`src/rtl/encoder_pkg.sv`:
```
// encoder_pkg: shared widths, FSM states and popcount helper for the 3-to-8 decoder / 8-to-3 encoder pair
package encoder_pkg;
    localparam int IDX_W = 3;
    localparam int BITS  = 8;
    typedef enum logic {STATE_IDLE, STATE_EMIT} state_t;
    function automatic logic [IDX_W:0] popcount(input logic [BITS-1:0] v);
        popcount = '0;
        for (int i = 0; i < BITS; i++) popcount += {{IDX_W{1'b0}}, v[i]};
    endfunction
endpackage

```
`src/rtl/prio_enc8.sv`:
```
// prio_enc8: combinational priority encoder; vec -> idx of lowest (MSB_FIRST=0) or highest (MSB_FIRST=1) set bit, any = vec!=0
module prio_enc8
    import encoder_pkg::*;
#(
    parameter bit MSB_FIRST = 1'b0
) (
    input  logic [BITS-1:0]  vec,
    output logic [IDX_W-1:0] idx,
    output logic             any
);
    always_comb begin
        idx = '0;
        for (int i = 0; i < BITS; i++)
            if (vec[MSB_FIRST ? i : BITS-1-i]) idx = IDX_W'(MSB_FIRST ? i : BITS-1-i);
        any = |vec;
    end
endmodule

```
`src/rtl/bitmap_encoder8to3.sv`:
```
// bitmap_encoder8to3: accepts a bitmap (Data_in/in_valid/in_ready), emits each set-bit index (Data_out/out_valid/out_ready/last), reports count and zero_flag
module bitmap_encoder8to3
    import encoder_pkg::*;
#(
    parameter bit MSB_FIRST = 1'b0
) (
    input  logic             clk,
    input  logic             rst,
    input  logic [BITS-1:0]  Data_in,
    input  logic             in_valid,
    output logic             in_ready,
    output logic [IDX_W-1:0] Data_out,
    output logic             out_valid,
    input  logic             out_ready,
    output logic             last,
    output logic [IDX_W:0]   count,
    output logic             zero_flag
);
    state_t          state;
    logic [BITS-1:0] pending;
    logic            any;
    prio_enc8 #(.MSB_FIRST(MSB_FIRST)) u_prio (
        .vec(pending),
        .idx(Data_out),
        .any(any)
    );
    assign in_ready  = state == STATE_IDLE;
    assign out_valid = state == STATE_EMIT;
    assign last      = out_valid && any && ((pending & (pending - 1'b1)) == '0);
    always_ff @(posedge clk) begin
        zero_flag <= 1'b0;
        if (rst) begin
            state   <= STATE_IDLE;
            pending <= '0;
            count   <= '0;
        end else if (in_ready && in_valid) begin
            pending   <= Data_in;
            count     <= popcount(Data_in);
            zero_flag <= Data_in == '0;
            state     <= Data_in == '0 ? STATE_IDLE : STATE_EMIT;
        end else if (out_valid && out_ready) begin
            pending <= pending & ~(BITS'(1) << Data_out);
            state   <= last ? STATE_IDLE : STATE_EMIT;
        end
    end
endmodule
```
`config.mk`:
```
export PLATFORM = sky130hd
export DESIGN_NAME = bitmap_encoder8to3
export DESIGN_NICKNAME = d
export VERILOG_FILES = /design/src/rtl/encoder_pkg.sv /design/src/rtl/prio_enc8.sv /design/src/rtl/bitmap_encoder8to3.sv
export SDC_FILE = /design/constraint.sdc
export NUM_CORES = 1
export LEC_CHECK = 0
export CORE_MARGIN = 4
export CORE_UTILIZATION = 48
export DETAILED_ROUTE_END_ITERATION = 16
export GPL_TIMING_DRIVEN = 0
export PLACE_DENSITY = 0.79
export SETUP_SLACK_MARGIN = 0.4
export SYNTH_ARGS = -nofsm -noshare
export SYNTH_HDL_FRONTEND = slang
export SYNTH_SLANG_ARGS = --single-unit
```
`constraint.sdc`:
```
create_clock -name clk -period 3.9 [get_ports clk]
set_clock_uncertainty 0.2 [all_clocks]
set_input_delay 0.975 -clock clk [delete_from_list [all_inputs] [get_ports clk]]
set_output_delay 0.975 -clock clk [all_outputs]
set_load 0.01 [all_outputs]
```
[Yosys cells after proc, flatten, opt, wreduce, memory -nomap -nowiden]
Cells that the tools add are included.
Operators by class
  shift operators: 1
  $mul: 0
  eq/ne operators: 0
  bitwise logic cells: 5
  muxes and demuxes: 14
  order comparisons: 0
  $add $sub $neg: 8
  div/mod/pow operators: 0
  reductions and logical operators: 9
Operator list (count)
  $mux W3: 8
  $add A4 B1 Y4: 4
  $and A8 B8 Y8: 2
  $logic_not A8 Y1: 2
  $mux W8: 2
  $not A8 Y8: 1
  $reduce_or A8 Y1: 1
  $shl A1 B3 Y8 const A: 1
  $sub A8 B1 Y8 const B: 1
  $add A3 B1 Y4: 1
  $logic_and A1 B1 Y1: 4
  $mux W1: 4
  $add A2 B1 Y3: 1
  $add A1 B1 Y2: 1
  $not A1 Y1: 2
  $reduce_bool A2 Y1: 1
  $reduce_or A2 Y1: 1
Word-level totals
  latch bits: 0
  memory bits (writable): 0
  bits in read-only memories: 0
  flip-flop bits (word level): 14
  logic and storage cells: 41
  output and inout bits: 11
  memories kept: 0

[Logic depth before layout (Yosys ltp)]
  depth in word-level cells: 13
  depth in mapped cells: 11

[Modules after synthesis]
From an unflattened synthesis, not the netlist that was laid out.
Unflattened totals
  cell total of the unflattened synthesis: 111
  area total of the unflattened synthesis: 903.4 µm²
By module, submodules not included
  bitmap_encoder8to3: area each 822.0 µm², seq. area each 280.3 µm², cells each 98, times used 1
  prio_enc8: area each 81.3 µm², seq. area each 0.0 µm², cells each 13, times used 1

[Worst setup path after synthesis]
Ideal clock, no wire load.
  kind: in2reg
  from: input Data_in[0]
  to: register count[2]
  data arrival time: 3.341 ns
  path buffers: 0
  setup slack: 0.289 ns
  setup time: 0.071 ns
  cell stages on the path: 11
  cell sequence: fa_1 -> inv_1 -> fa_1 -> fa_1 -> inv_1 -> ha_1 -> inv_1 -> fa_1 -> xnor2_1 -> nand2_1 -> a21oi_1
On the way
  word-level cells in the longest chain between the ends: 7
RTL lines
  start, declared: RTL line bitmap_encoder8to3.sv:9  | input logic [BITS-1:0] Data_in,
  $add A1 B1 Y2: RTL line encoder_pkg.sv:8  | for (int i = 0; i < BITS; i++) popcount += {{IDX_W{1'b0}}, v[i]};
  $add A2 B1 Y3: RTL line encoder_pkg.sv:8
  $add A3 B1 Y4: RTL line encoder_pkg.sv:8
  $add A4 B1 Y4 (4 in series): RTL line encoder_pkg.sv:8
  end signal, assigned: RTL line bitmap_encoder8to3.sv:38  | count <= popcount(Data_in);
  end, declared: RTL line bitmap_encoder8to3.sv:16  | output logic [IDX_W:0] count,
No other way between the ends.
A chain may end at the register's enable or synchronous reset.

[Final worst setup path]
  from: input Data_in[1]
  to: register count[2]
Same word-level chain as after synthesis.

==> impl_summary.md <==
Global route
Entering global routing, the biggest net connects 11 pins. The via count of the first global-routing pass is a little over 900. The overall track demand over capacity in global routing is 0.208. The initial antenna violation count was 0. After global routing the overflow that remains totals 0. The first global-routing pass estimated between 4 and 5 mm of wire.

Clock network
TritonCTS built the clock tree. Counting along the longest clock path gives a buffer depth of 2. Clock-pin slew was measured on the worst setup and hold paths at around 0.080 ns. The buffer cell driving the clock tree root is sky130_fd_sc_hd__clkbuf_4. The worst-skew pair later-pin latency is between 0.2 and 0.3 ns.

Clock tree synthesis inserted a total of 3 buffers. The total number of clock tree sinks is 14. The total number of H-tree levels is 1. The number of buffers inserted for hold repair after clock tree synthesis is 0.

Final layout
The final-layout fill cell count is 147. Once layout is complete, the cells apart from fillers number about 170. For this run, the share of the core covered by cells in the final layout is 0.702.

The number of inserted diodes is 0. The net count of the finished layout is about 170. Compared with the post-synthesis result, the final layout area differs by 33.5%. Of the cells placed in the final design, the portion with a size suffix greater than 1 is 0.129.

Setup path
The peak per-stage delay on the critical path is ~0.50 ns. STA classifies the critical path startpoint as an input pin. Walking the worst path, the cells encountered are buf_4 -> fa_1 -> inv_1 -> fa_1 -> fa_1 -> inv_1 -> ha_2 -> inv_2 -> fa_2 -> xnor2_2 -> nand2_1 -> a21oi_2.

The cell at the slowest stage of the critical path is sky130_fd_sc_hd__fa_1. The element type at the critical path end is a flop. The signal arrival time at the worst endpoint is around 3.6 ns.

Grouping stages by cell kind, the critical path spends the most delay in adder cells. The start-to-end type of the worst setup path is input pin to flop. Along the worst path, the maximum fanout reaches 3. Counting both buffers and inverters, the worst setup path holds a total of 4. The cell repeated most along the worst path is sky130_fd_sc_hd__fa_1. At the worst endpoint, the required time is just under 4 ns.

STA
The worst pin sits at a relative slew slack of 0.645. Setup repair after global routing could not meet its margin everywhere. At the pin with the least slew margin, the transition time is 0.533 ns. The post-layout minimum cycle time is ~3.5 ns. The final setup violation count is 0. The final hold violation count was 0. The highest clock rate is about 280 MHz. In the final timing run, aggregate negative setup slack is 0 ns.

The final number of max-transition violations came to 0. In the finished design, the share of the clock period the worst path needs comes to 0.905.

Floorplan
Measured along the x axis, the die boundary spans roughly 52 um. The overall die height is roughly 52 um. The total number of placement rows is 15. The total I/O pin count is 23.

For this configuration, the core starts out at a cell density of 0.526. The floorplan step defined a core boundary enclosing 0.00178 mm^2. The die area is 0.00273 mm^2.

Logic synthesis
Of the total synthesized cell area, the portion taken by AND, OR, NAND and NOR gates is 0.243. The fraction of registers with async set/reset is 0. The total number of yosys warnings is 0. In this run, synthesis produced a sequential element count of 14. After technology mapping, the gate count stands at between 100 and 150. The most repeated cell in the gate-level netlist after synthesis is sky130_fd_sc_hd__inv_1. Synthesis produced a netlist with a net count of 140. Yosys mapped a number of flops with a built-in enable equal to 0. In this run, distinct cell masters in the synthesized netlist total 36.

For this run, the leading register cell type out of synthesis is sky130_fd_sc_hd__dfxtp_1. Sorting the synthesized cells by area gives the leading types as sky130_fd_sc_hd__dfxtp_1 (30%), sky130_fd_sc_hd__fa_1 (8.5%), sky130_fd_sc_hd__a21oi_1 (7.5%). Of the post-synthesis cell area, the part taken by muxes is 0.0213. The largest total area in the synthesized netlist belongs to sky130_fd_sc_hd__dfxtp_1. The total standard cell area after synthesis is approximately 940 um^2.

After synthesis, the largest family of logic cells by area is simple AND/OR/NAND/NOR gates. The area fraction in compound gates after synthesis is 0.195. The commonest cells after synthesis are sky130_fd_sc_hd__inv_1 (18), sky130_fd_sc_hd__nand2_1 (17), sky130_fd_sc_hd__a21oi_1 (14), sky130_fd_sc_hd__dfxtp_1 (14), sky130_fd_sc_hd__nor2_1 (13). After synthesis, the mean cell area works out to 7.82 um^2.

The share of the Yosys chip area taken by registers is 0.299. The xor and xnor area share after synthesis is 0.0187. The share of synthesized area in the top cell type comes to 0.299. Of the total synthesized cell area, the portion taken by full adders, half adders and majority gates is 0.139.

Drt
For this block, the initial DRC count from the detailed router was 22. The remaining number of nets flagged by the antenna check after routing is 0. The pre-antenna-repair detailed-routing pass consisted of 4 iterations. The detailed router placed 949 vias in this run.

After detailed routing, the average wire length per cell comes to 14.1 um. The DRC violations left is 0. Summed over all layers, the routed wires come to between 2 and 2.5 mm. After detailed routing, the number of vias per cell comes to 5.52.

Power and ir drop
The leakage power is 0.519 nW. IR analysis of the VDD net gives a maximum drop of 0.285 mV. The power density normalized to cell area is 358 mW/mm^2.

The completed layout was analyzed and its total power is ~450 uW.

Run
Max-cap violations in this run came to 0.

Placed design
The global placement routability congestion is just over 0.9. The HPWL after detailed placement is 1.85 mm. Including well taps, the total number of placed cells is ~170. Port buffering added 22 buffers.

Run status
The run finished with clean final reports.

Min path
The class of the tightest hold or removal check is flop to flop.
## placed cells by master, fill, tap and decap left out, types with 2 or more instances in the layout
cell                              instances
sky130_fd_sc_hd__nor4b_1                  2
sky130_fd_sc_hd__dfxtp_1                 14
sky130_fd_sc_hd__fa_1                     3
sky130_fd_sc_hd__clkbuf_4                 3
sky130_fd_sc_hd__a21oi_1                 13
sky130_fd_sc_hd__inv_1                   17
sky130_fd_sc_hd__nor3_1                   2
sky130_fd_sc_hd__clkbuf_1                 2
sky130_fd_sc_hd__clkdlybuf4s50_1         19
sky130_fd_sc_hd__buf_4                    2
sky130_fd_sc_hd__ha_1                     3
sky130_fd_sc_hd__nand2_1                 17
sky130_fd_sc_hd__o21ai_0                  2
sky130_fd_sc_hd__buf_2                    2
sky130_fd_sc_hd__nor2_1                  13
sky130_fd_sc_hd__mux2i_1                  2
sky130_fd_sc_hd__nand3_1                  2
## what timing repair did
| action | CTS | global route |
|---|---|---|
| resized for setup | 13 | 5 |
| setup endpoints to repair | 4 | 3 |
| pin swaps | 2 | 2 |
| hold endpoints to repair | 0 | 0 |
| buffers inserted | 0 | 1 |
## worst min-delay path, cell delays in order, from the launching register on
cell and delay (ns):
sky130_fd_sc_hd__dfxtp_1 0.32, sky130_fd_sc_hd__nand2_1 0.05, sky130_fd_sc_hd__a21oi_1 0.05
## final timing paths
check               endpoint  cells after the start  slack, ns        from
setup reg to reg  pending[6]                      6       2.14   out_valid
hold reg to reg     count[0]                      2       0.26    count[0]
setup / recovery    count[2]                     12       0.37  Data_in[1]
hold / removal      count[0]                      2       0.26    count[0]
## per-layer routing
metal	track usage	part of all wire	vias to the layer above
met1	0.235	0.40	444
met4	0.0979	0.028	0
met5	0	0	-
li1	-	-	461
met3	0.0513	0.054	8
met2	0.364	0.52	36
## cells by family (layout without fill, tap and decap cells)
family	Yosys count	count (layout)
buffers and inverters	21	48
DFF	14	14
AOI/OAI and AO/OA	28	28
muxes	2	2
and+or+nand+nor	45	45
xor gates and xnor gates	2	2
adders and majority gates	8	8
## flip-flops by register name, indices dropped and copies added, names as in the netlist
name	cells
zero_flag	1
count	4
pending	8
out_valid	1
## cell type report
type	count	area (um^2)	area share
well taps	25	31.3	0.0250
flip-flops and latches	14	280	0.224
inverters	18	67.6	0.0539
clock buffers	4	36.3	0.0290
plain buffers	3	12.5	0.00999
multi-input cells	85	599	0.479
repair buffers	23	225	0.180
## through the flow
stage               instance area, um^2  setup slack, ns  hold WS, ns
global placement                   1200           -0.319        0.242
detailed placement                 1200           -0.392        0.252
finish                             1250            0.372        0.264
CTS                                1230            0.358        0.268
global route                       1250            0.274        0.298
floorplan                           948            0.302        0.276
## power by group
| part | total (mW) | internal (mW) | switching [mW] |
|---|---|---|---|
| combinational | 0.172 | 0.0866 | 0.0853 |
| sequential | 0.167 | 0.154 | 0.0129 |
| clock | 0.109 | 0.0570 | 0.0523 |
| total | 0.448 | 0.298 | 0.151 |
No activity file was read; power rests on OpenSTA's default activity.
